[config.mk]
export PLATFORM = sky130hd
export DESIGN_NAME = mem_stage_ctrl_flat
export DESIGN_NICKNAME = d
export VERILOG_FILES = /design/src/rtl/mem_stage_ctrl_if.sv /design/src/rtl/mem_stage_ctrl.sv /design/src/flat_wrapper.sv
export SDC_FILE = /design/constraint.sdc
export NUM_CORES = 1
export LEC_CHECK = 0
export CORE_AREA = 5 5 142 144
export CTS_CLUSTER_SIZE = 24
export DETAILED_ROUTE_END_ITERATION = 8
export DIE_AREA = 0 0 147 149
export HOLD_SLACK_MARGIN = 0.1
export PLACE_DENSITY_LB_ADDON = 0.12
export SYNTH_ARGS = -nofsm -noshare
export SYNTH_HDL_FRONTEND = slang
export SYNTH_SLANG_ARGS = --single-unit
[constraint.sdc]
create_clock -name clk -period 5.3 [get_ports clk]
set_input_delay 1.325 -clock clk [delete_from_list [all_inputs] [get_ports clk]]
set_output_delay 1.325 -clock clk [all_outputs]
set_load 0.01 [all_outputs]
[src/rtl/mem_stage_ctrl_if.sv]
// Data-memory port bundle between the MEM-stage controller and the data memory.
// The controller is the master (issues requests), the memory is the slave.
interface mem_stage_ctrl_if;
  logic        mem_req_o;
  logic        mem_we_o;
  logic [31:0] mem_addr_o;
  logic [31:0] mem_wdata_o;
  logic [3:0]  mem_be_o;
  logic        mem_ready_i;
  logic [31:0] mem_rdata_i;

  modport master (
    output mem_req_o, mem_we_o, mem_addr_o, mem_wdata_o, mem_be_o,
    input  mem_ready_i, mem_rdata_i
  );

  modport slave (
    input  mem_req_o, mem_we_o, mem_addr_o, mem_wdata_o, mem_be_o,
    output mem_ready_i, mem_rdata_i
  );
endinterface

[src/rtl/mem_stage_ctrl.sv]
// MEM-stage data-memory sequencer: launches one load/store per instruction,
// formats store lanes and load results, stalls the pipeline until the memory
// completes, and aborts through a watchdog if the memory never answers.
//
// state  | meaning
// IDLE   | no access in flight; decode EX/MEM access, flag illegal/misaligned
// ACCESS | request held on the memory port until ready or watchdog expiry
// DONE   | one un-stalled cycle so the pipeline advances; inputs ignored
module mem_stage_ctrl #(
  parameter int TIMEOUT_CYCLES = 255
) (
  input  logic               clk,
  input  logic               rst,
  input  logic               MemRead_i,
  input  logic               MemWrite_i,
  input  logic [2:0]         funct3_i,
  input  logic [31:0]        addr_i,
  input  logic [31:0]        wdata_i,
  output logic               stall_o,
  output logic [31:0]        ld_data_o,
  output logic               ld_valid_o,
  output logic               err_o,
  output logic               timeout_o,
  mem_stage_ctrl_if.master   mem
);

  typedef enum logic [1:0] {S_IDLE, S_ACCESS, S_DONE} state_t;

  // Last watchdog count value before the abort fires.
  localparam logic [7:0] TO_LAST = 8'(TIMEOUT_CYCLES - 1);

  state_t      state_q;
  logic [31:0] addr_q;
  logic [31:0] wdata_q;
  logic [2:0]  funct3_q;
  logic        we_q;
  logic [7:0]  wd_cnt_q;
  logic [31:0] ld_data_q;
  logic        ld_valid_q;
  logic        timeout_q;

  logic        access_req;
  logic        illegal_f3;
  logic        misaligned;
  logic        access_ok;
  logic        access_bad;
  logic        in_access;
  logic [31:0] shifted;
  logic [31:0] ld_data_d;
  logic [7:0]  wd_cnt_d;
  logic [3:0]  be_d;
  logic [31:0] wdata_d;

  // Decode the incoming access: legality of funct3 and natural alignment.
  always_comb begin
    access_req = MemRead_i | MemWrite_i;
    illegal_f3 = (funct3_i == 3'b011) || (funct3_i == 3'b110) ||
                 (funct3_i == 3'b111) || (MemWrite_i && funct3_i[2]);
    misaligned = ((funct3_i[1:0] == 2'b01) && addr_i[0]) ||
                 ((funct3_i[1:0] == 2'b10) && (addr_i[1:0] != 2'b00));
    access_bad = access_req && (illegal_f3 || misaligned);
    access_ok  = access_req && !illegal_f3 && !misaligned;
  end

  // Load path: align the returned word to the addressed byte, then extend.
  always_comb begin
    shifted   = mem.mem_rdata_i >> {addr_q[1:0], 3'b000};
    ld_data_d = shifted;
    case (funct3_q)
      3'b000:  ld_data_d = {{24{shifted[7]}}, shifted[7:0]};
      3'b001:  ld_data_d = {{16{shifted[15]}}, shifted[15:0]};
      3'b100:  ld_data_d = {24'h0, shifted[7:0]};
      3'b101:  ld_data_d = {16'h0, shifted[15:0]};
      default: ld_data_d = shifted;
    endcase
  end

  // Store path: byte enables from size and offset, data replicated per lane.
  always_comb begin
    be_d    = 4'b1111;
    wdata_d = '0;
    if (we_q) begin
      wdata_d = wdata_q;
      case (funct3_q[1:0])
        2'b00: begin
          be_d    = 4'b0001 << addr_q[1:0];
          wdata_d = {4{wdata_q[7:0]}};
        end
        2'b01: begin
          be_d    = 4'b0011 << addr_q[1:0];
          wdata_d = {2{wdata_q[15:0]}};
        end
        default: be_d = 4'b1111;
      endcase
    end
  end

  assign wd_cnt_d = wd_cnt_q + 8'd1;

  // Sequencer: latches the access, waits for ready or watchdog, registers results.
  always_ff @(posedge clk or posedge rst) begin
    if (rst) begin
      state_q    <= S_IDLE;
      addr_q     <= '0;
      wdata_q    <= '0;
      funct3_q   <= '0;
      we_q       <= 1'b0;
      wd_cnt_q   <= '0;
      ld_data_q  <= '0;
      ld_valid_q <= 1'b0;
      timeout_q  <= 1'b0;
    end else begin
      ld_data_q  <= '0;
      ld_valid_q <= 1'b0;
      timeout_q  <= 1'b0;
      case (state_q)
        S_IDLE: begin
          if (access_ok) begin
            addr_q   <= addr_i;
            wdata_q  <= wdata_i;
            funct3_q <= funct3_i;
            we_q     <= MemWrite_i;
            wd_cnt_q <= '0;
            state_q  <= S_ACCESS;
          end
        end
        S_ACCESS: begin
          if (mem.mem_ready_i) begin
            state_q <= S_DONE;
            if (!we_q) begin
              ld_data_q  <= ld_data_d;
              ld_valid_q <= 1'b1;
            end
          end else if (wd_cnt_q == TO_LAST) begin
            timeout_q <= 1'b1;
            state_q   <= S_DONE;
          end else begin
            wd_cnt_q <= wd_cnt_d;
          end
        end
        S_DONE:  state_q <= S_IDLE;
        default: state_q <= S_IDLE;
      endcase
    end
  end

  assign in_access = (state_q == S_ACCESS);

  // Bus outputs are forced to zero outside ACCESS so the port idles cleanly.
  assign mem.mem_req_o   = in_access;
  assign mem.mem_we_o    = in_access & we_q;
  assign mem.mem_addr_o  = in_access ? {addr_q[31:2], 2'b00} : 32'h0;
  assign mem.mem_wdata_o = in_access ? wdata_d : 32'h0;
  assign mem.mem_be_o    = in_access ? be_d : 4'b0000;

  // Reset gating keeps the decode-cycle outputs low while rst is held.
  assign stall_o    = !rst && (in_access || ((state_q == S_IDLE) && access_ok));
  assign err_o      = !rst && (state_q == S_IDLE) && access_bad;
  assign ld_data_o  = ld_data_q;
  assign ld_valid_o = ld_valid_q;
  assign timeout_o  = timeout_q;

endmodule

[src/flat_wrapper.sv]
// flat-port wrapper written by rule: the top's interface ports become plain ports
module mem_stage_ctrl_flat 
#(
  parameter int TIMEOUT_CYCLES = 255
)
  (clk, rst, MemRead_i, MemWrite_i, funct3_i, addr_i, wdata_i, stall_o, ld_data_o, ld_valid_o, err_o, timeout_o, mem_mem_req_o, mem_mem_we_o, mem_mem_addr_o, mem_mem_wdata_o, mem_mem_be_o, mem_mem_ready_i, mem_mem_rdata_i);
  mem_stage_ctrl_if mem_i ();
  input  logic clk;
  input  logic rst;
  input  logic MemRead_i;
  input  logic MemWrite_i;
  input  logic [2:0] funct3_i;
  input  logic [31:0] addr_i;
  input  logic [31:0] wdata_i;
  output logic stall_o;
  output logic [31:0] ld_data_o;
  output logic ld_valid_o;
  output logic err_o;
  output logic timeout_o;
  output wire logic [$bits(mem_i.mem_req_o)-1:0] mem_mem_req_o;
  output wire logic [$bits(mem_i.mem_we_o)-1:0] mem_mem_we_o;
  output wire logic [$bits(mem_i.mem_addr_o)-1:0] mem_mem_addr_o;
  output wire logic [$bits(mem_i.mem_wdata_o)-1:0] mem_mem_wdata_o;
  output wire logic [$bits(mem_i.mem_be_o)-1:0] mem_mem_be_o;
  input wire logic [$bits(mem_i.mem_ready_i)-1:0] mem_mem_ready_i;
  input wire logic [$bits(mem_i.mem_rdata_i)-1:0] mem_mem_rdata_i;
  assign mem_mem_req_o = mem_i.mem_req_o;
  assign mem_mem_we_o = mem_i.mem_we_o;
  assign mem_mem_addr_o = mem_i.mem_addr_o;
  assign mem_mem_wdata_o = mem_i.mem_wdata_o;
  assign mem_mem_be_o = mem_i.mem_be_o;
  assign mem_i.mem_ready_i = mem_mem_ready_i;
  assign mem_i.mem_rdata_i = mem_mem_rdata_i;
  mem_stage_ctrl #(.TIMEOUT_CYCLES(TIMEOUT_CYCLES)) u_core (.clk(clk), .rst(rst), .MemRead_i(MemRead_i), .MemWrite_i(MemWrite_i), .funct3_i(funct3_i), .addr_i(addr_i), .wdata_i(wdata_i), .stall_o(stall_o), .ld_data_o(ld_data_o), .ld_valid_o(ld_valid_o), .err_o(err_o), .timeout_o(timeout_o), .mem(mem_i));
endmodule
Word level (Yosys, flattened, before mapping) --
Cells that the tools add are included.
Storage, ports and cells: flip-flop bits (word level) 112, output and inout port bits 106, bits of input ports 104
Operators by class: add/subtract/negate cells 1, bitwise logic cells 2, muxes and demuxes 25, eq/ne operators 15, shift operators 3, reductions and logical operators 27
Operators by type and width (number):
- $mux W32 | 6
- $pmux W32 S4 | 1
- $pmux W32 S2 | 1
- $shr A32 B5 Y32 | 1
- $mux W8 | 3
- $pmux W8 S2 | 1
- $eq A3 B3 Y1 const B | 4
- $logic_and A1 B1 Y1 | 10
- $add A8 B1 Y8 const B | 1
- $eq A8 B8 Y1 const B | 1
- $mux W4 | 2
- $pmux W4 S2 | 1
- $eq A2 B1 Y1 const B | 3
- $logic_or A1 B1 Y1 | 6
- $mux W1 | 6
- $mux W2 | 3
- $logic_not A2 Y1 | 2
- $ne A2 B2 Y1 const B | 2
- $pmux W2 S2 | 1
- $reduce_and A2 Y1 | 2
- $reduce_and A4 Y1 | 1
- $reduce_bool A2 Y1 | 2
- $shl A1 B2 Y4 const A | 1
- $shl A2 B2 Y4 const A | 1
- other kinds (9) | 11

Logic depth before layout (Yosys ltp) --
Gate-level depths: netlist of run 1.
depth after elaboration 10, gate-level depth with buffers 6, mapped depth without buffers 6

Least setup slack after synthesis of run 1 --
No wires, ideal clock.
path type input to output, start point input port funct3_i[0], end point output port stall_o, arrival time 2348 ps, stages on the path 4, buffers on the path 1, path slack 1627 ps, cell sequence nor4_2 -> o221ai_2 -> buf_2 -> a21oi_1
Between the ends: word-level cells in the longest chain between the ends 10
RTL lines:
- start, declared | RTL line flat_wrapper.sv:12 | input logic [2:0] funct3_i;
- $eq A3 B2 Y1 or $eq A3 B3 Y1 (tied branches) | RTL line mem_stage_ctrl.sv:57 | illegal_f3 = (funct3_i == 3'b011) || (funct3_i == 3'b110) ||
- $logic_or A1 B1 Y1 (2 in series) | RTL line mem_stage_ctrl.sv:57
- $logic_or A1 B1 Y1 | RTL line mem_stage_ctrl.sv:58 | (funct3_i == 3'b111) || (MemWrite_i && funct3_i[2]);
- $logic_not A1 Y1 | RTL line mem_stage_ctrl.sv:62 | access_ok = access_req && !illegal_f3 && !misaligned;
- $logic_and A1 B1 Y1 | RTL line mem_stage_ctrl.sv:62
- $logic_and A1 B1 Y1 (*) | RTL line mem_stage_ctrl.sv:62
- $logic_and A1 B1 Y1 (*) | RTL line mem_stage_ctrl.sv:157 | assign stall_o = !rst && (in_access || ((state_q == S_IDLE) && access_ok));
- $logic_or A1 B1 Y1 (*) | RTL line mem_stage_ctrl.sv:157
- $logic_and A1 B1 Y1 (*) | RTL line mem_stage_ctrl.sv:157
- end, declared | RTL line flat_wrapper.sv:15 | output logic stall_o;
Mark *: on every way between the ends. The rest lies on a longest branch, timed or not.

Worst setup path after layout of run 1 --
Same ends and word-level chain as after synthesis.

==> impl_metrics.csv, run 1 <==
group,metric,value,unit
run_status,status,"completed",
final_layout,n_antenna_cell,0,
final_layout,final_common_cell,"clkdlybuf4s50_1",
yosys,yosysSeqAreaShare,51.2,%
yosys,synth_xor_area_share,0.640,%
power_and_ir_drop,power.internal,2.07,mW
yosys,async_reset_ff_share,100,%
clocking,cts_tree,"yes",
power_and_ir_drop,comb_power_share,35.2,%
setup_path,regToRegSetupSlack,3.20,ns
global_routing,grt_max_degree,73,
power_and_ir_drop,pwr-share-seq,40.6,%
yosys,synthSimpleGateAreaFrac,14.4,%
floorplanning,fp.dieW,147,µm
yosys,synth_fa_ha_area_share,0.457,%
yosys,synth_edf_count,0,
clocking,cts.clk_slew.worst_paths,0.07,ns
sta,maxClockFrequency,224,MHz
yosys,synth_compound_area_share,9.26,%
detailed_routing,drt_iter0_markers,210,
setup_path,cp-end-kind,"primary output",
sta,rsz0062_at_grt,"no",
yosys,ys_types,48,
power_and_ir_drop,p_switching,1.05,mW
sta,setup_viol,0,
global_routing,antenna_found_initial,2,
detailed_routing,drt-total-wl,17500,µm
clocking,cts_buffers,9,
setup_path,cp-start-kind,"primary input",
yosys,synth.area.mux_share,20.7,%
yosys,avgSynthCellArea,11.1,µm²
detailed_routing,drt_first_pass_iters,5,
min_path,hold_path.class,"register to register",
floorplanning,design.core.area,18600,µm²
yosys,synth_seq_cells,112,
final_layout,drive_gt1_share,5.64,%
setup_path,cp_max_fo,3,
final_layout,seqCellArea,2800,µm²
sta,worst_pin_slew,0.965,ns
power_and_ir_drop,power_density,385,nW/µm²
power_and_ir_drop,p_sw_share,33.6,%
setup_path,cp.arrival,3.15,ns
yosys,synth_top_area_share,51.2,%
power_and_ir_drop,peakVddDrop,0.000172,V
setup_path,path_class,"primary input to primary output",
sta,totalNegativeSetupSlack,0,ns
floorplanning,die_area,21900,µm²
floorplanning,io_pins,210,
place,dp_hpwl,12800,µm
global_routing,overflow,0,
final_layout,final_cell_mix,"207 x clkdlybuf4s50_1, 112 x dfrtp_1, 65 x mux2_1, 45 x nor2_1, 34 x and2_1",
global_routing,first_global_vias,4826,
yosys,synth_top_family_by_area,"multiplexers",
final_layout,fillerInstances,1740,
sta,relSlewSlack,35.7,%
clocking,cts-htree-levels,3,
yosys,synth_top_area_cell,"dfrtp_1",
yosys,synth.area.top_cells,"dfrtp_1 51%, mux2_1 13%, mux2i_1 5.9%",
place,place.gp.congestion,0.801,
sta,hold_violations,0,
clocking,clkLatencyLatePin,0.35,ns
sta,finalMaxSlewViolations,0,
yosys,syn_inst,495,
yosys,synth_ff_type,"dfrtp_1",
floorplanning,die_y,149,µm
place,io_buffers,207,
sta,period_needed,4.47,ns
global_routing,grt_util_all_layers,16.1,%
run,maxCapViolCount,0,
sta,finalCritPeriodShare,84.3,%
clocking,cts_setup_buffers,0,
final_layout,synthToLayoutAreaGrowth,47.8,%
clocking,cts_resized,0,
sta,finalClockSkew,0.00361,ns
detailed_routing,drcViolationCount,0,
final_layout,multi_input_area,2500,µm²
clocking,cts_sinks,112,
detailed_routing,wl_per_cell,18.9,µm
power_and_ir_drop,clockPowerShare,24.2,%
final_layout,fin_util,43.6,%
detailed_routing,vias_per_cell,4.82,
setup_path,cp.required,3.97,ns
global_routing,grt_pass1_wl,27600,µm
detailed_routing,ant_nets,0,
floorplanning,rows,50,
final_layout,nets,793,
clocking,root_buffer,"clkbuf_16",
yosys,ys_warn_count,0,
power_and_ir_drop,leakage,3.49,nW
floorplanning,initial_core_util,29.5,%
detailed_routing,via_count,4462,
clocking,cts_hold_buffers,0,
clocking,cts_buffer_depth,2,
yosys,syn_area,5480,µm²
==> worst max-delay path, cell delays in order <==
cell and delay [ns]:
clkdlybuf4s50_1 0.47, nor4_2 0.50, o221ai_4 0.15, a21oi_1 0.14
clkdlybuf4s50_1 0.55
==> Yosys cell counts, types with 2 or more instances <==
cell type	instances
dfrtp_1	112
a21oi_1	28
buf_2	12
nor3_1	2
nor2b_1	9
o21ai_0	22
mux2_1	65
inv_1	8
mux2_2	5
xnor2_1	2
o21a_1	2
or3b_2	2
or2_2	2
nand4_1	4
buf_1	2
and2_1	34
nor4b_1	2
ha_1	2
mux2i_1	32
o211ai_1	2
a21o_1	8
buf_4	2
and3_1	10
xor2_1	2
clkbuf_1	19
a211oi_1	14
nor2_1	45
nand3_1	4
and2_0	3
nand2_1	21
==> layer usage <==
metal / GRT usage [%] / share of wire (%) / up-vias / wire (µm)
met4: 4.80 / 1.6 / 4 / 286
li1: - / - / 2098 / -
met5: 0 / 0.13 / - / 23
met3: 6.32 / 10 / 19 / 1790
met2: 25.2 / 45 / 180 / 7840
met1: 20.7 / 43 / 2161 / 7540
==> sequential cells by signal (all words and copies together), names as in the netlist <==
name / cells
u_core.ld_valid_o: 1
u_core.addr_q: 32
u_core.wdata_q: 32
u_core.ld_data_o: 32
u_core.we_q: 1
u_core.timeout_o: 1
u_core.state_q: 2
u_core.funct3_q: 3
u_core.wd_cnt_q: 8
==> worst paths after layout <==
check,startpoint,to,cells after the start
min,u_core.addr_q[31],u_core.addr_q[31],1
max in group asynchronous,rst,u_core.wdata_q[15],3
max reg2reg,u_core.funct3_q[0],u_core.ld_data_o[8],3
min in group asynchronous,rst,u_core.we_q,2
min reg2reg,u_core.addr_q[31],u_core.addr_q[31],1
max,funct3_i[0],stall_o,5
==> per-stage QoR <==
stage	std cells	instance area, µm²	hold slack [ns]	power (mW)	setup slack, ns
after floorplan	496	5480	0.456	1.88	1.02
after CTS	926	8090	0.490	3.17	0.797
final	926	8090	0.484	3.12	0.830
after global routing	926	8090	0.495	3.33	0.574
after detailed placement	910	7760	0.473	2.40	0.816
after global placement	910	7760	0.465	2.39	0.843
==> final cells by class <==
class	count	area share [%]
well taps	234	3.62
inverters	8	0.402
flip-flops and latches	112	34.6
clock inverters	6	1.13
repair buffers	215	26.3
multi-input cells	341	30.9
clock buffers	10	2.95
==> power groups by stage <==
stage / logic (mW) / registers, mW / clock network [mW]
finish: 1.10 / 1.27 / 0.754
floorplan: 0.682 / 1.19 / 0
CTS: 1.12 / 1.27 / 0.784
detailed placement: 1.11 / 1.28 / 0
global route: 1.22 / 1.30 / 0.815
global placement: 1.11 / 1.28 / 0
==> cells by family after synthesis <==
| family | after synthesis |
|---|---|
| AND/OR/NAND/NOR | 148 |
| flip-flops | 112 |
| multiplexers | 103 |
| AO/OA/AOI/OAI | 82 |
| buffers and inverters | 43 |
| XOR/XNOR | 4 |
| adder cells (fa/ha/maj) | 2 |
| other | 1 |
(Power assumes the default switching activity.)
==> run 2, diff against run 1 <==
clock period = 4 ns   (was 5.3 ns; I/O delays follow)
==> run 2 against run 1 <==
Compared with the run above:
- hold slack lost 0.00051 ns
- register-to-register slack got worse by 1.3 ns
- sequential power up 30%
- utilization up 0.26 points
- clock power grew 42%
- combinational power grew 35%
- critical path type unchanged
- largest cell class unchanged
- highest routed layer unchanged
==> impl_metrics.csv, run 2 (synthesis gave the netlist of run 1 again) <==
group,metric,value,unit
run_status,status,"completed",
detailed_routing,drt_first_pass_iters,4,
min_path,worstHoldEndpoint,"u_core.addr_q[27]",
floorplanning,fp.dieW,147,µm
sta,setup_viol,0,
detailed_routing,drt_iter0_markers,189,
setup_path,cp.required,3.00,ns
setup_path,cp-start-kind,"primary input",
sta,finalClockSkew,0.00523,ns
setup_path,cp-end-kind,"primary output",
sta,relSlewSlack,34.6,%
floorplanning,die_area,21900,µm²
global_routing,first_global_vias,4873,
detailed_routing,ant_nets,0,
sta,whs,0.484,ns
clocking,root_buffer,"clkbuf_16",
final_layout,nets,795,
floorplanning,io_pins,210,
setup_path,rr_worst_depth,5,
run,maxCapViolCount,0,
global_routing,grt_util_all_layers,16.1,%
sta,hold_violations,0,
detailed_routing,vias_per_cell,4.72,
final_layout,final_cell_mix,"207 x clkdlybuf4s50_1, 112 x dfrtp_1, 65 x mux2_1, 45 x nor2_1, 34 x and2_1",
power_and_ir_drop,power.internal,2.80,mW
clocking,cts-htree-levels,3,
min_path,hold_path.class,"register to register",
place,place.gp.congestion,0.787,
setup_path,path_class,"primary input to primary output",
setup_path,crit_path_max_incr_delay,0.55,ns
sta,rsz0062_at_grt,"no",
setup_path,cp_max_fo,3,
power_and_ir_drop,p_switching,1.40,mW
power_and_ir_drop,peakVddDrop,0.000233,V
clocking,cts_tree,"yes",
floorplanning,die_y,149,µm
final_layout,final_common_cell,"clkdlybuf4s50_1",
clocking,clkLatencyLatePin,0.35,ns
sta,finalCritPeriodShare,95.7,%
clocking,cts_resized,0,
clocking,cts_buffers,9,
sta,finalMaxSlewViolations,0,
floorplanning,design.core.area,18600,µm²
detailed_routing,drt-total-wl,17400,µm
power_and_ir_drop,clockPowerShare,25.4,%
final_layout,synthToLayoutAreaGrowth,48.7,%
clocking,cts_hold_buffers,0,
global_routing,antenna_found_initial,1,
power_and_ir_drop,p_sw_share,33.3,%
setup_path,reg2reg_to,"u_core.ld_data_o[29]",
setup_path,critPathLaunch,"funct3_i[0]",
place,io_buffers,207,
min_path,min_from,"u_core.addr_q[27]",
setup_path,cpMaxStageDelayCell,"clkdlybuf4s50_1",
final_layout,fillerInstances,1742,
clocking,cts_sinks,112,
min_path,whs_path_depth,1,
sta,totalNegativeSetupSlack,0,ns
final_layout,n_antenna_cell,0,
final_layout,drive_gt1_share,5.91,%
floorplanning,rows,50,
setup_path,path_cells,"clkdlybuf4s50_1 -> nor4_2 -> o221ai_4 -> a21oi_1 -> clkdlybuf4s50_1",
global_routing,grt_max_degree,73,
sta,maxClockFrequency,261,MHz
detailed_routing,drcViolationCount,0,
global_routing,grt_pass1_wl,27700,µm
clocking,cts_setup_buffers,0,
setup_path,critical_path.most_common_cell,"clkdlybuf4s50_1",
detailed_routing,via_count,4380,
clocking,cts.clk_slew.worst_paths,0.07,ns
power_and_ir_drop,comb_power_share,35.4,%
floorplanning,initial_core_util,29.5,%
sta,worst_pin_slew,0.981,ns
clocking,cts_buffer_depth,2,
setup_path,cp.arrival,2.83,ns
setup_path,regToRegSetupSlack,1.94,ns
setup_path,r2r-start,"u_core.we_q",
detailed_routing,wl_per_cell,18.8,µm
place,dp_hpwl,12700,µm
power_and_ir_drop,leakage,3.50,nW
global_routing,overflow,0,
power_and_ir_drop,power_density,516,nW/µm²
sta,period_needed,3.83,ns
power_and_ir_drop,pwr-share-seq,39.3,%
run 2: worst max path at each step:
stage | slack [ns] | depth (start not counted) | end
floorplan | 0.04 | 1 | u_core.addr_q[0]
global placement | 0.23 | 5 | stall_o
detailed placement | 0.17 | 5 | stall_o
CTS | 0.16 | 5 | stall_o
global route | 0.07 | 5 | stall_o
finish | 0.17 | 5 | stall_o
run 2: area by class of cell:
cell class / count / area (µm²) / area share (%)
flip-flops and latches: 112 / 2800 / 34.4
multi-input cells: 341 / 2500 / 30.7
repair buffers: 217 / 2160 / 26.5
well taps: 234 / 293 / 3.60
clock buffers: 9 / 225 / 2.77
clock inverters: 7 / 126 / 1.55
inverters: 8 / 32.5 / 0.400
run 2: metal layers:
metal | global-route usage [%] | vias up | part of all wire [%]
met3 | 7.78 | 13 | 10
met2 | 24.2 | 160 | 43
met4 | 3.87 | 2 | 1.2
met5 | 0 | - | 0.080
met1 | 21.0 | 2099 | 45
li1 | - | 2106 | -
run 2: power by group through the flow:
| stage | Sequential (mW) | Combinational, mW | Clock, mW |
|---|---|---|---|
| 6_report | 1.65 | 1.49 | 1.07 |
| 5_1_grt | 1.69 | 1.64 | 1.16 |
| 4_1_cts | 1.66 | 1.52 | 1.10 |
| 3_5_place_dp | 1.67 | 1.51 | 0 |
| 3_3_place_gp | 1.66 | 1.50 | 0 |
| 2_1_floorplan | 1.58 | 0.904 | 0 |
run 2: worst max-delay path, delay by kind of cell:
| kind | cells | cell delay [ns] |
|---|---|---|
| AO/OA/AOI/OAI | 2 | 0.29 |
| buffers and inverters | 2 | 1.02 |
| AND/OR/NAND/NOR | 1 | 0.50 |
run 2: metrics by stage:
stage          instance area (µm²)  cells  setup slack, ns  utilization [%]  total power [mW]
6_report                      8140    928            0.174             43.8              4.20
5_1_grt                       8140    928           0.0664             43.8              4.50
4_1_cts                       8140    928            0.163             43.8              4.28
3_5_place_dp                  7790    912            0.171             41.9              3.18
3_3_place_gp                  7790    912            0.227             41.9              3.16
2_1_floorplan                 5480    496           0.0410                -              2.49
